===== src/rtl/nh_pixel_streamer_if.sv =====
// Pixel-streamer bus: RAM read port plus the {valid, pixel} stream into the pooling window.
// NH_STREAM_SIDEBAND_EN adds the sof/eol sideband to the stream.
interface nh_pixel_streamer_if #(
  parameter int DATA_W = 24,
  parameter int ADDR_W = 10
);
  logic              ram_rd_en;
  logic [ADDR_W-1:0] ram_addr;
  logic [DATA_W-1:0] ram_rd_data;
  logic              shift_out_rdy;
  logic [DATA_W-1:0] shift_out;
`ifdef NH_STREAM_SIDEBAND_EN
  logic              sof;
  logic              eol;

  modport master (
    output ram_rd_en, ram_addr, shift_out_rdy, shift_out, sof, eol,
    input  ram_rd_data
  );
  modport slave (
    input  ram_rd_en, ram_addr, shift_out_rdy, shift_out, sof, eol,
    output ram_rd_data
  );
`else
  modport master (
    output ram_rd_en, ram_addr, shift_out_rdy, shift_out,
    input  ram_rd_data
  );
  modport slave (
    input  ram_rd_en, ram_addr, shift_out_rdy, shift_out,
    output ram_rd_data
  );
`endif
endinterface


===== src/rtl/nh_pixel_streamer.sv =====
// Raster-order feature-map reader feeding the 2x2 max-pool window from a synchronous-read RAM.
// Optional sof/eol sideband outputs are built when NH_STREAM_SIDEBAND_EN is defined.
module nh_pixel_streamer #(
  parameter int DATA_W    = 24,
  parameter int FM_WIDTH  = 22,
  parameter int FM_HEIGHT = 22,
  parameter int ADDR_W    = 10
) (
  input  logic                  clock,
  input  logic                  reset,
  input  logic                  start,
  input  logic                  pause,
  output logic                  busy,
  output logic                  done,
  nh_pixel_streamer_if.master   bus
);

  localparam int COL_W = (FM_WIDTH  > 1) ? $clog2(FM_WIDTH)  : 1;
  localparam int ROW_W = (FM_HEIGHT > 1) ? $clog2(FM_HEIGHT) : 1;
  localparam logic [COL_W-1:0] LAST_COL = COL_W'(FM_WIDTH - 1);
  localparam logic [ROW_W-1:0] LAST_ROW = ROW_W'(FM_HEIGHT - 1);

  typedef enum logic [1:0] {
    IDLE,
    READ,
    DRAIN
  } state_t;

  state_t            state;
  state_t            state_nxt;
  logic              rd_en;
  logic [ADDR_W-1:0] addr;
  logic [COL_W-1:0]  col;
  logic [ROW_W-1:0]  row;
  logic              last_pix;
  logic              rdy_q;
  logic              done_q;
  logic [DATA_W-1:0] pix_hold;

  assign last_pix = (col == LAST_COL) && (row == LAST_ROW);

  // NOTE: every sequential process uses non-blocking assignments so all registers update together.
  always_ff @(posedge clock or posedge reset) begin
    if (reset) state <= IDLE;
    else       state <= state_nxt;
  end

  // NOTE: defaults first, so no path through the case leaves an output unassigned (no latch).
  always_comb begin
    state_nxt = state;
    rd_en     = 1'b0;
    unique case (state)
      IDLE: begin
        if (start) state_nxt = READ;
      end
      READ: begin
        rd_en = ~pause;
        if (rd_en && last_pix) state_nxt = DRAIN;
      end
      DRAIN: begin
        // The only pixel left is already in flight; pause cannot hold it back.
        state_nxt = IDLE;
      end
      default: state_nxt = IDLE;
    endcase
  end

  // Address and raster counters advance only on issued reads, so a pause simply freezes them.
  always_ff @(posedge clock or posedge reset) begin
    if (reset) begin
      addr <= '0;
      col  <= '0;
      row  <= '0;
    end else if (state == DRAIN) begin
      addr <= '0;
      col  <= '0;
      row  <= '0;
    end else if (rd_en) begin
      addr <= addr + 1'b1;
      if (col == LAST_COL) begin
        col <= '0;
        if (row != LAST_ROW) row <= row + 1'b1;
      end else begin
        col <= col + 1'b1;
      end
    end
  end

  always_ff @(posedge clock or posedge reset) begin
    if (reset) begin
      rdy_q    <= 1'b0;
      done_q   <= 1'b0;
      pix_hold <= '0;
    end else begin
      rdy_q  <= rd_en;
      done_q <= rd_en & last_pix;
      if (rdy_q) pix_hold <= bus.ram_rd_data;
    end
  end

  // RAM data arrives in the cycle after the read, so it is forwarded directly while valid
  // and the captured copy holds the last pixel otherwise.
  assign bus.shift_out     = rdy_q ? bus.ram_rd_data : pix_hold;
  assign bus.shift_out_rdy = rdy_q;
  assign bus.ram_rd_en     = rd_en;
  assign bus.ram_addr      = addr;
  assign busy              = (state != IDLE);
  assign done              = done_q;

`ifdef NH_STREAM_SIDEBAND_EN
  logic sof_q;
  logic eol_q;

  always_ff @(posedge clock or posedge reset) begin
    if (reset) begin
      sof_q <= 1'b0;
      eol_q <= 1'b0;
    end else begin
      sof_q <= rd_en && (col == '0) && (row == '0);
      eol_q <= rd_en && (col == LAST_COL);
    end
  end

  assign bus.sof = sof_q;
  assign bus.eol = eol_q;
`endif

endmodule

===== src/flat_wrapper.sv =====
// flat-port wrapper written by rule: the top's interface ports become plain ports
module nh_pixel_streamer_flat 
#(
  parameter int DATA_W    = 24,
  parameter int FM_WIDTH  = 22,
  parameter int FM_HEIGHT = 22,
  parameter int ADDR_W    = 10
)
  (clock, reset, start, pause, busy, done, bus_ram_rd_en, bus_ram_addr, bus_shift_out_rdy, bus_shift_out, bus_ram_rd_data);
  nh_pixel_streamer_if #(.DATA_W(DATA_W), .ADDR_W(ADDR_W)) bus_i ();
  input  logic clock;
  input  logic reset;
  input  logic start;
  input  logic pause;
  output logic busy;
  output logic done;
  output wire logic [$bits(bus_i.ram_rd_en)-1:0] bus_ram_rd_en;
  output wire logic [$bits(bus_i.ram_addr)-1:0] bus_ram_addr;
  output wire logic [$bits(bus_i.shift_out_rdy)-1:0] bus_shift_out_rdy;
  output wire logic [$bits(bus_i.shift_out)-1:0] bus_shift_out;
  input wire logic [$bits(bus_i.ram_rd_data)-1:0] bus_ram_rd_data;
  assign bus_ram_rd_en = bus_i.ram_rd_en;
  assign bus_ram_addr = bus_i.ram_addr;
  assign bus_shift_out_rdy = bus_i.shift_out_rdy;
  assign bus_shift_out = bus_i.shift_out;
  assign bus_i.ram_rd_data = bus_ram_rd_data;
  nh_pixel_streamer #(.DATA_W(DATA_W), .FM_WIDTH(FM_WIDTH), .FM_HEIGHT(FM_HEIGHT), .ADDR_W(ADDR_W)) u_core (.clock(clock), .reset(reset), .start(start), .pause(pause), .busy(busy), .done(done), .bus(bus_i));
endmodule

===== config.mk =====
export PLATFORM = sky130hd
export DESIGN_NAME = nh_pixel_streamer_flat
export DESIGN_NICKNAME = d
export VERILOG_FILES = /design/src/rtl/nh_pixel_streamer_if.sv /design/src/rtl/nh_pixel_streamer.sv /design/src/flat_wrapper.sv
export SDC_FILE = /design/constraint.sdc
export NUM_CORES = 1
export LEC_CHECK = 0
export CAP_MARGIN = 0
export CORE_ASPECT_RATIO = 0.6
export CORE_MARGIN = 3
export CORE_UTILIZATION = 45
export CTS_BUF_LIST = sky130_fd_sc_hd__clkbuf_4
export DETAILED_ROUTE_END_ITERATION = 10
export GPL_ROUTABILITY_DRIVEN = 0
export MAX_ROUTING_LAYER = met4
export PLACE_DENSITY_LB_ADDON = 0.15
export SLEW_MARGIN = 20
export SYNTH_ARGS = -nofsm -noshare
export SYNTH_HDL_FRONTEND = slang
export SYNTH_SLANG_ARGS = --single-unit

===== constraint.sdc =====
create_clock -name clock -period 1.85 [get_ports clock]
set_input_delay 0.37 -clock clock [delete_from_list [all_inputs] [get_ports clock]]
set_output_delay 0.37 -clock clock [all_outputs]
set_load 0.02 [all_outputs]

Yosys cells after proc, flatten, opt, wreduce, memory -nomap -nowiden
Index checks and enable logic that the tools add are counted.
Widths: inputs -> output; s select.
{ "totals": {"register_bits": 48, "input_bits": 28, "out_inout_bits": 38, "word_cells": 42} }
{ "classes": {"n_addsub": 3, "n_eq_ne": 7, "muxes": 14, "bitwise_logic": 2, "n_reduce_logical": 9} }
{ "ops": {"columns": ["op", "n"], "rows": [
  ["$mux 5", 7],
  ["$mux 24", 1],
  ["$mux 10", 2],
  ["$add 10x1->10 const B", 1],
  ["$add 5x1->5 const B", 2],
  ["$eq 5x5->1 const B", 2],
  ["$reduce_bool 2->1", 4],
  ["$ne 5x5->1 const B", 1],
  ["$mux 2", 2],
  ["$pmux 2 s2", 1],
  ["$reduce_and 3->1", 1],
  ["$eq 2x1->1 const B", 1],
  ["$eq 2x2->1 const B", 1],
  ["$logic_and 1x1->1", 2],
  ["$logic_not 2->1", 1],
  ["$ne 2x1->1 const B", 1],
  ["$ne 2x2->1 const B", 1],
  ["$reduce_and 2->1", 1],
  ["$and 1x1->1", 1],
  ["$mux 1", 1],
  ["$not 1->1", 1]
]} }

Longest topological paths before layout
{ "logic_depth": {"word_depth": 5, "ltp_mapped": 6, "depth_no_buf": 6} }

Worst setup path before layout
Ideal clock, no wire load.
{ "synth_timing": {"kind": "reg2out", "from": "register u_core.rdy_q, in the netlist u_core.bus.shift_out_rdy", "to": "output port bus_shift_out[10]", "t_arrival_ns": 1.462, "setup_slack_ns": 0.018, "stages_incl_launch_ff": 4, "n_path_buf": 2, "path_cell_list": "dfrtp_1 clkbuf_1 clkbuf_1 mux2_2"} }
{ "synth_between": {"elab_chain_cells": 1} }
{ "synth_lines": {"columns": ["element", "line", "rtl"], "rows": [
  ["start: declaration", "nh_pixel_streamer.sv:36", "logic rdy_q;"],
  ["start signal: assignment", "nh_pixel_streamer.sv:95", "rdy_q <= rd_en;"],
  ["$mux 24", "nh_pixel_streamer.sv:103", "assign bus.shift_out = rdy_q ? bus.ram_rd_data : pix_hold;"],
  ["end: declaration", "flat_wrapper.sv:20", "output wire logic [$bits(bus_i.shift_out)-1:0] bus_shift_out;"]
]} }
No other way between the ends.

Final worst setup path
{ "layout_timing": {"from": "register u_core.rdy_q, in the netlist u_core.bus.shift_out_rdy", "to": "output port bus_shift_out[1]"} }
The elaborated chain is that of the path after synthesis.

==> impl_metrics.json <==
{
  "root_buffer": "clkbuf_4",
  "start_kind": "register",
  "start_util": 0.487,
  "die_width_um": 94.1,
  "cts.sinks": 48,
  "dp_cells": 298,
  "fp.dieH_um": 58.9,
  "ys_types": 35,
  "wl_um": 5320,
  "yosys.area.top_type_share": 0.573,
  "r2r_cells": 6,
  "r2r-start": "u_core.state[1]",
  "crit_top_cell": "buf_6",
  "grt.met2_usage": 0.337,
  "cts_tree": "done",
  "cp-end-kind": "output pin",
  "timing.critical_path.buf_inv": 3,
  "cp.required_ps": 1480,
  "vias": 1721,
  "switchingPower_mw": 0.873,
  "diodes": 0,
  "crit_chain": "buf_6 > clkbuf_16 > mux2_4 > buf_6",
  "fmax_mhz": 529,
  "swShare": 0.316,
  "top_usage_layer": "met2",
  "clkSlewWorstSetupHoldPaths_ps": 130,
  "core-area_um2": 4300,
  "fin_cells": 318,
  "power_density_nw_per_um2": 887,
  "final_hold_viol_count": 0,
  "antenna_found_initial": 0,
  "ir_drop_uv": 728,
  "relSlewSlack": 0.753,
  "fillers": 298,
  "drtPass1Iterations": 4,
  "grt_max_degree": 41,
  "final_nets": 290,
  "area_delta_synth_final_pct": 48.5,
  "ys_ff_latch": 48,
  "period_minus_slack_ps": 1890,
  "path_max_fanout": 6,
  "vias_per_cell": 5.41,
  "grt_pass1_wl_um": 8280,
  "dieArea_um2": 5540,
  "worstReg2RegEnd": "u_core.col[3]",
  "netlist_top_cells_area": "dfrtp_1 (57%), mux2_2 (13%), ha_1 (3.0%)",
  "place_hpwl_um": 3710,
  "drt_iter0_drc": 118,
  "pwr-share-comb": 0.281,
  "violations": "negative setup slack",
  "internal-power_mw": 1.89,
  "synth_fp_nets": 203,
  "place_ws_ps": -366,
  "hp-class": "input pin to async pin",
  "first_global_vias": 1690,
  "clockPowerShare": 0.225,
  "hold_ws_ps": 223,
  "portBuffers": 65,
  "regArea_um2": 1200,
  "synthCells": 170,
  "fin_skew_ps": 11.1,
  "drv_cap": 0,
  "grtUsageMet1": 0.254,
  "yosysSeqAreaShare": 0.573,
  "synth_area_um2": 2100,
  "clk_path_buf_depth": 2,
  "criticalPathCategory": "register to output pin",
  "post-route-period-util": 1.02,
  "row_count": 18,
  "final_layout_size_suffix_gt1_frac": 0.337,
  "cp_slowest_cell": "dfrtp_1",
  "crit_path_start": "u_core.bus.shift_out_rdy",
  "r2r_setup_slack_ps": 110,
  "cts_hold_buf": 0,
  "finalCoreUtilization": 0.723,
  "critPathArrivalTime_ps": 1520,
  "slew_violations": 0,
  "htreeDepth": 2,
  "rsz0062_at_grt": "yes",
  "p_leak_nw": 1.44,
  "multi_input_area_um2": 898,
  "synth_area_leader_cell": "dfrtp_1",
  "grt-ovfl-total": 0,
  "insertion_delay_ps": 360,
  "worstMarginPinSlew_ps": 369,
  "cpLargestDelayFamily": "buffers and inverters",
  "ios": 66,
  "grt.total_usage": 0.203,
  "layout_setup_ws_ps": -40.3,
  "status": "complete, but fails checks",
  "seqPwrFrac": 0.493,
  "cts_buffers": 5,
  "finalSetupViolCount": 13,
  "ys_warn_count": 0,
  "ant_nets": 0,
  "slowest_delay_ps": 420,
  "wl_per_cell_um": 16.7,
  "met3_usage": 0.0549,
  "drc": 0,
  "avgSynthCellArea_um2": 12.3
}
## power groups by stage
stage / clock network, mW / logic, mW / registers [mW]
floorplan: 0 / 0.363 / 1.37
global placement: 0 / 0.696 / 1.35
detailed placement: 0 / 0.728 / 1.38
CTS: 0.633 / 0.708 / 1.36
global route: 0.673 / 0.842 / 1.39
finish: 0.622 / 0.777 / 1.36
## worst max path at each step
stage                                    to  depth (start not counted)
after floorplan           bus_shift_out[10]                          3
after global placement        bus_ram_rd_en                          4
after detailed placement      bus_ram_rd_en                          4
after CTS                  bus_shift_out[1]                          4
after global routing       bus_shift_out[1]                          4
final                      bus_shift_out[1]                          4
## registers in the layout, summed over array words and instances, names as in the netlist
register                  cells
u_core.col                    5
u_core.state                  2
u_core.pix_hold              24
u_core.row                    5
u_core.done                   1
u_core.bus.shift_out_rdy      1
u_core.bus.ram_addr          10
## metrics by stage
stage          total power, mW  instance area (µm²)  setup TNS, ps
3_5_place_dp              2.11                 2880          -4930
6_report                  2.76                 3110           -297
4_1_cts                   2.70                 2940           -912
5_1_grt                   2.90                 3110          -1390
3_3_place_gp              2.05                 2880          -4200
2_1_floorplan             1.74                 2100              0
## synthesized netlist by cell type, drive strengths merged
library cell and number:
nor4 1, nor2 9, and2b 1, nand4 6
o21ai 10, a211oi 1, a21oi 2, or2 2
nor2b 1, nand4b 2, or3b 1, a31oi 1
xor2 1, inv 5, dfrtp 48, and3 1
ha 5, o311ai 1, nand2b 1, or3 3
a311oi 1, and4b 2, xnor2 3, o211ai 3
nand3 10, o32ai 1, nor3 4, mux2 25
nand2 10, clkbuf 4, o31ai 3, buf 2
## layer usage
layer | vias to the layer above | share of wire
li1 | 791 | -
met1 | 849 | 0.45
met2 | 77 | 0.47
met3 | 4 | 0.075
met4 | 0 | 0.0054
met5 | - | 0
## cell usage in the layout, fill, tap and decap left out, drive strengths merged, types with 2 or more instances in the layout
cell,count
dfrtp,48
buf,46
clkdlybuf4s50,33
mux2,25
nand2,10
nand3,10
o21ai,10
nor2,9
nand4,6
clkbuf,6
ha,5
inv,5
nor3,4
or3,3
xnor2,3
o211ai,3
o31ai,3
dlymetal6s2s,3
dlygate4sd2,3
and4b,2
a21oi,2
nand4b,2
or2,2
## repair_timing
item,in CTS,in global routing
gates resized for setup,124,38
pin swaps,0,0
buffers inserted,4,7
setup endpoints to repair,29,28
cloned,1,1
## area by class of cell
class / instances / share of cell area
Timing Repair Buffer: 86 / 0.269
Multi-Input combinational cell: 111 / 0.289
Clock inverter: 3 / 0.0137
Sequential cell: 48 / 0.386
Inverter: 5 / 0.00603
Tap cell: 60 / 0.0241
Clock buffer: 5 / 0.0121
## cells by family after synthesis
kind of cell,count (synthesis),synth area share
mux,25,0.134
simple gates,54,0.152
buf+inv,11,0.0251
fa+ha+maj,5,0.0299
xor+xnor,4,0.0167
flops,48,0.573
compound gates,23,0.0693
(Power assumes the default switching activity.)
==> RTL change (same settings) <==
Re-encode `state_t` (3 states) as one-hot, 3 bits wide.
--- a/src/rtl/nh_pixel_streamer.sv
+++ b/src/rtl/nh_pixel_streamer.sv
@@ -21,8 +21,8 @@
   localparam logic [ROW_W-1:0] LAST_ROW = ROW_W'(FM_HEIGHT - 1);
 
-  typedef enum logic [1:0] {
-    IDLE,
-    READ,
-    DRAIN
+  typedef enum logic [2:0] {
+    IDLE  = 3'b001,
+    READ  = 3'b010,
+    DRAIN = 3'b100
   } state_t;
 
Function: no difference found for any inputs over 10 cycles, from zero or initial values and one cycle with reset high; not proved beyond that.
==> RTL change against the original RTL <==
The flow still finishes with violations (setup timing); sequential share of layout area fell by 2.8 points; count of clock-buffer cells in the layout did not move; final area rose by 10%; via count rose by 2.4%; sequential cell count rose by 1; routed wire length rose by 11%; synthesized area rose by 3.6%; clock power rose by 1%; first-iteration DRC count fell by 26%; combinational power rose by 48%; total power rose by 18%; non-clock buffer count rose by 2; worst setup slack got worse by 0.044 ns; largest power group unchanged.
==> RTL change: results (changes against the original RTL) <==
worst_setup_path:
  path_max_fanout: 4  # -2
  reg2reg_depth: 4  # -2
  crit_arrival_ns: 1.56  # +0.04 ns
yosys:
  avgSynthCellArea_sq_um: 12.0  # -2.7%
  ys_warn_count: 0  # unchanged
  synth_common_cells: "dfrtp_1, mux2_2, nand2_1"
  ys_seq_area_frac: 0.565  # -0.00804
  synthTopCellsByArea: "dfrtp_1, mux2_2, ha_1, a21oi_1, or4_1"
  syn_nets: 214  # +5.4%
  ys_types: 37  # +5.7%
  async_reset_ff_frac: 1.00  # unchanged
place:
  place_ws_ns: -0.619  # -0.253 ns
  numPlacedInstances: 307  # +3.0%
  post-dp-hpwl_um: 3360  # -9.6%
  port-buffer-count: 65  # unchanged
global_routing:
  grt_first_pass_wirelength_um: 8080  # -2.4%
  grt_util_all_layers: 0.192  # -0.0112
  grt_max_degree: 50  # +22%
  grt_pass1_vias: 1679  # -0.65%
  antenna_found_initial: 0  # unchanged
sta:
  setup_violations: 29  # +16
  fin_setup_tns_ns: -0.674  # -0.376 ns
  slew_headroom: 0.662  # -0.0909
  setup_ws_ns: -0.0840  # -0.0437 ns
  fin_worst_skew_ns: 0.00782  # -0.00327 ns
clock_network:
  clk_pin_slew_ns: 0.14
  cts_inserted_buffers: 5  # unchanged
  h-tree-depth: 2  # unchanged
  cts_buffer_depth: 2  # unchanged
  cts_root_buf: "clkbuf_4"
  clk_latency_ns: 0.37
routing:
  wl_per_cell_um: 18.0  # +7.3%
  drt-total-wl_um: 5900  # +11%
  vias_per_cell: 5.38  # -0.68%
  drt-initial-drc-count: 87  # -26%
  drtPass1Iterations: 4  # unchanged
outcome:
  outcome: "complete, but fails checks"
  violations: "setup timing"
finish:
  largest_reg_flops: 24  # unchanged
  nets: 300  # +3.4%
  n_antenna_cell: 0  # unchanged
  top_register: "u_core.pix_hold"
  fillerInstances: 268  # -10%
  drive_gt1_frac: 0.373  # +0.0359
power_and_ir_drop:
  p_leak_nw: 1.63  # +13%
  internal-power_w: 0.00215  # +14%
  ir_drop_uv: 914  # +26%
worst_hold_path:
  hold_path_class: "in2async"
## RTL change: cell count changes in the layout (fill, tap and decap cells not counted), moves of 5 or more
cell / change
nor2_1: -5
o21ai_0: -7
buf_6: +7
a21oi_1: +6
mux2_4: +9
mux2_2: -9
buf_2: -8
## RTL change: cell type report
cell class	count	area, sq um	area share
Timing Repair Buffer	88	982	0.286
Clock inverter	3	41.3	0.0120
Sequential cell	49	1230	0.358
Tap cell	60	75.1	0.0219
Multi-Input combinational cell	116	1040	0.303
Inverter	7	28.8	0.00838
Clock buffer	5	37.5	0.0109
## RTL change: final timing paths
kind,startpoint,endpoint,slack [ns]
max,u_core.state[0]$_DFFE_PP1P_,bus_ram_rd_en,-0.08
max in group asynchronous,reset,u_core.state[0]$_DFFE_PP1P_,1.23
min in group clock,pause,u_core.state[1]$_DFFE_PP0P_,0.47
min,reset,u_core.pix_hold[0]$_DFF_PP0_,0.34
max reg2reg,u_core.state[0]$_DFFE_PP1P_,u_core.bus.ram_addr[7]$_DFFE_PP0P_,-0.01
min reg2reg,u_core.pix_hold[1]$_DFF_PP0_,u_core.pix_hold[1]$_DFF_PP0_,0.52
## RTL change: logic make-up (layout without fill, tap and decap cells)
family                     Yosys count  after routing  share of synthesized area
muxes                               29             29                      0.148
and+or+nand+nor                     55             55                      0.147
AOI/OAI and AO/OA                   26             26                     0.0743
buffers and inverters               16            103                     0.0323
xor gates and xnor gates             1              1                    0.00403
DFF                                 49             49                      0.565
adders and majority gates            5              5                     0.0288
## RTL change: repair_timing
action | in CTS | in global routing
setup buffers | 1 | 8
pin swaps | 13 | 8
cloned | 2 | 3
endpoints found under the setup margin | 41 | 45
gates resized for setup | 124 | 87
## RTL change: per-layer routing
metal,share of wire,global-route usage,vias up
met1,0.46,0.271,857
li1,-,-,832
met2,0.46,0.277,67
met5,0,-,-
met3,0.066,0.0516,7
met4,0.014,0.0425,0
## RTL change: stage by stage
step,area (sq um),total power (W)
after floorplan,2170,0.00204
final,3430,0.00327
after CTS,3030,0.00309
after global routing,3430,0.00349
after global placement,2960,0.00246
after detailed placement,2960,0.00248
## RTL change: power groups by stage
stage,registers (W),clock network (W),logic [W]
after global routing,0.00153,0.000703,0.00126
after floorplan,0.00152,0,0.000513
after global placement,0.00149,0,0.000972
after CTS,0.00147,0.000641,0.000974
final,0.00149,0.000628,0.00115
after detailed placement,0.00149,0,0.000991
## RTL change: critical path, stage by stage, from the launching register on
cell     delay, ns
dfstp_2       0.40
or4b_4        0.60
inv_4         0.09
buf_6         0.11
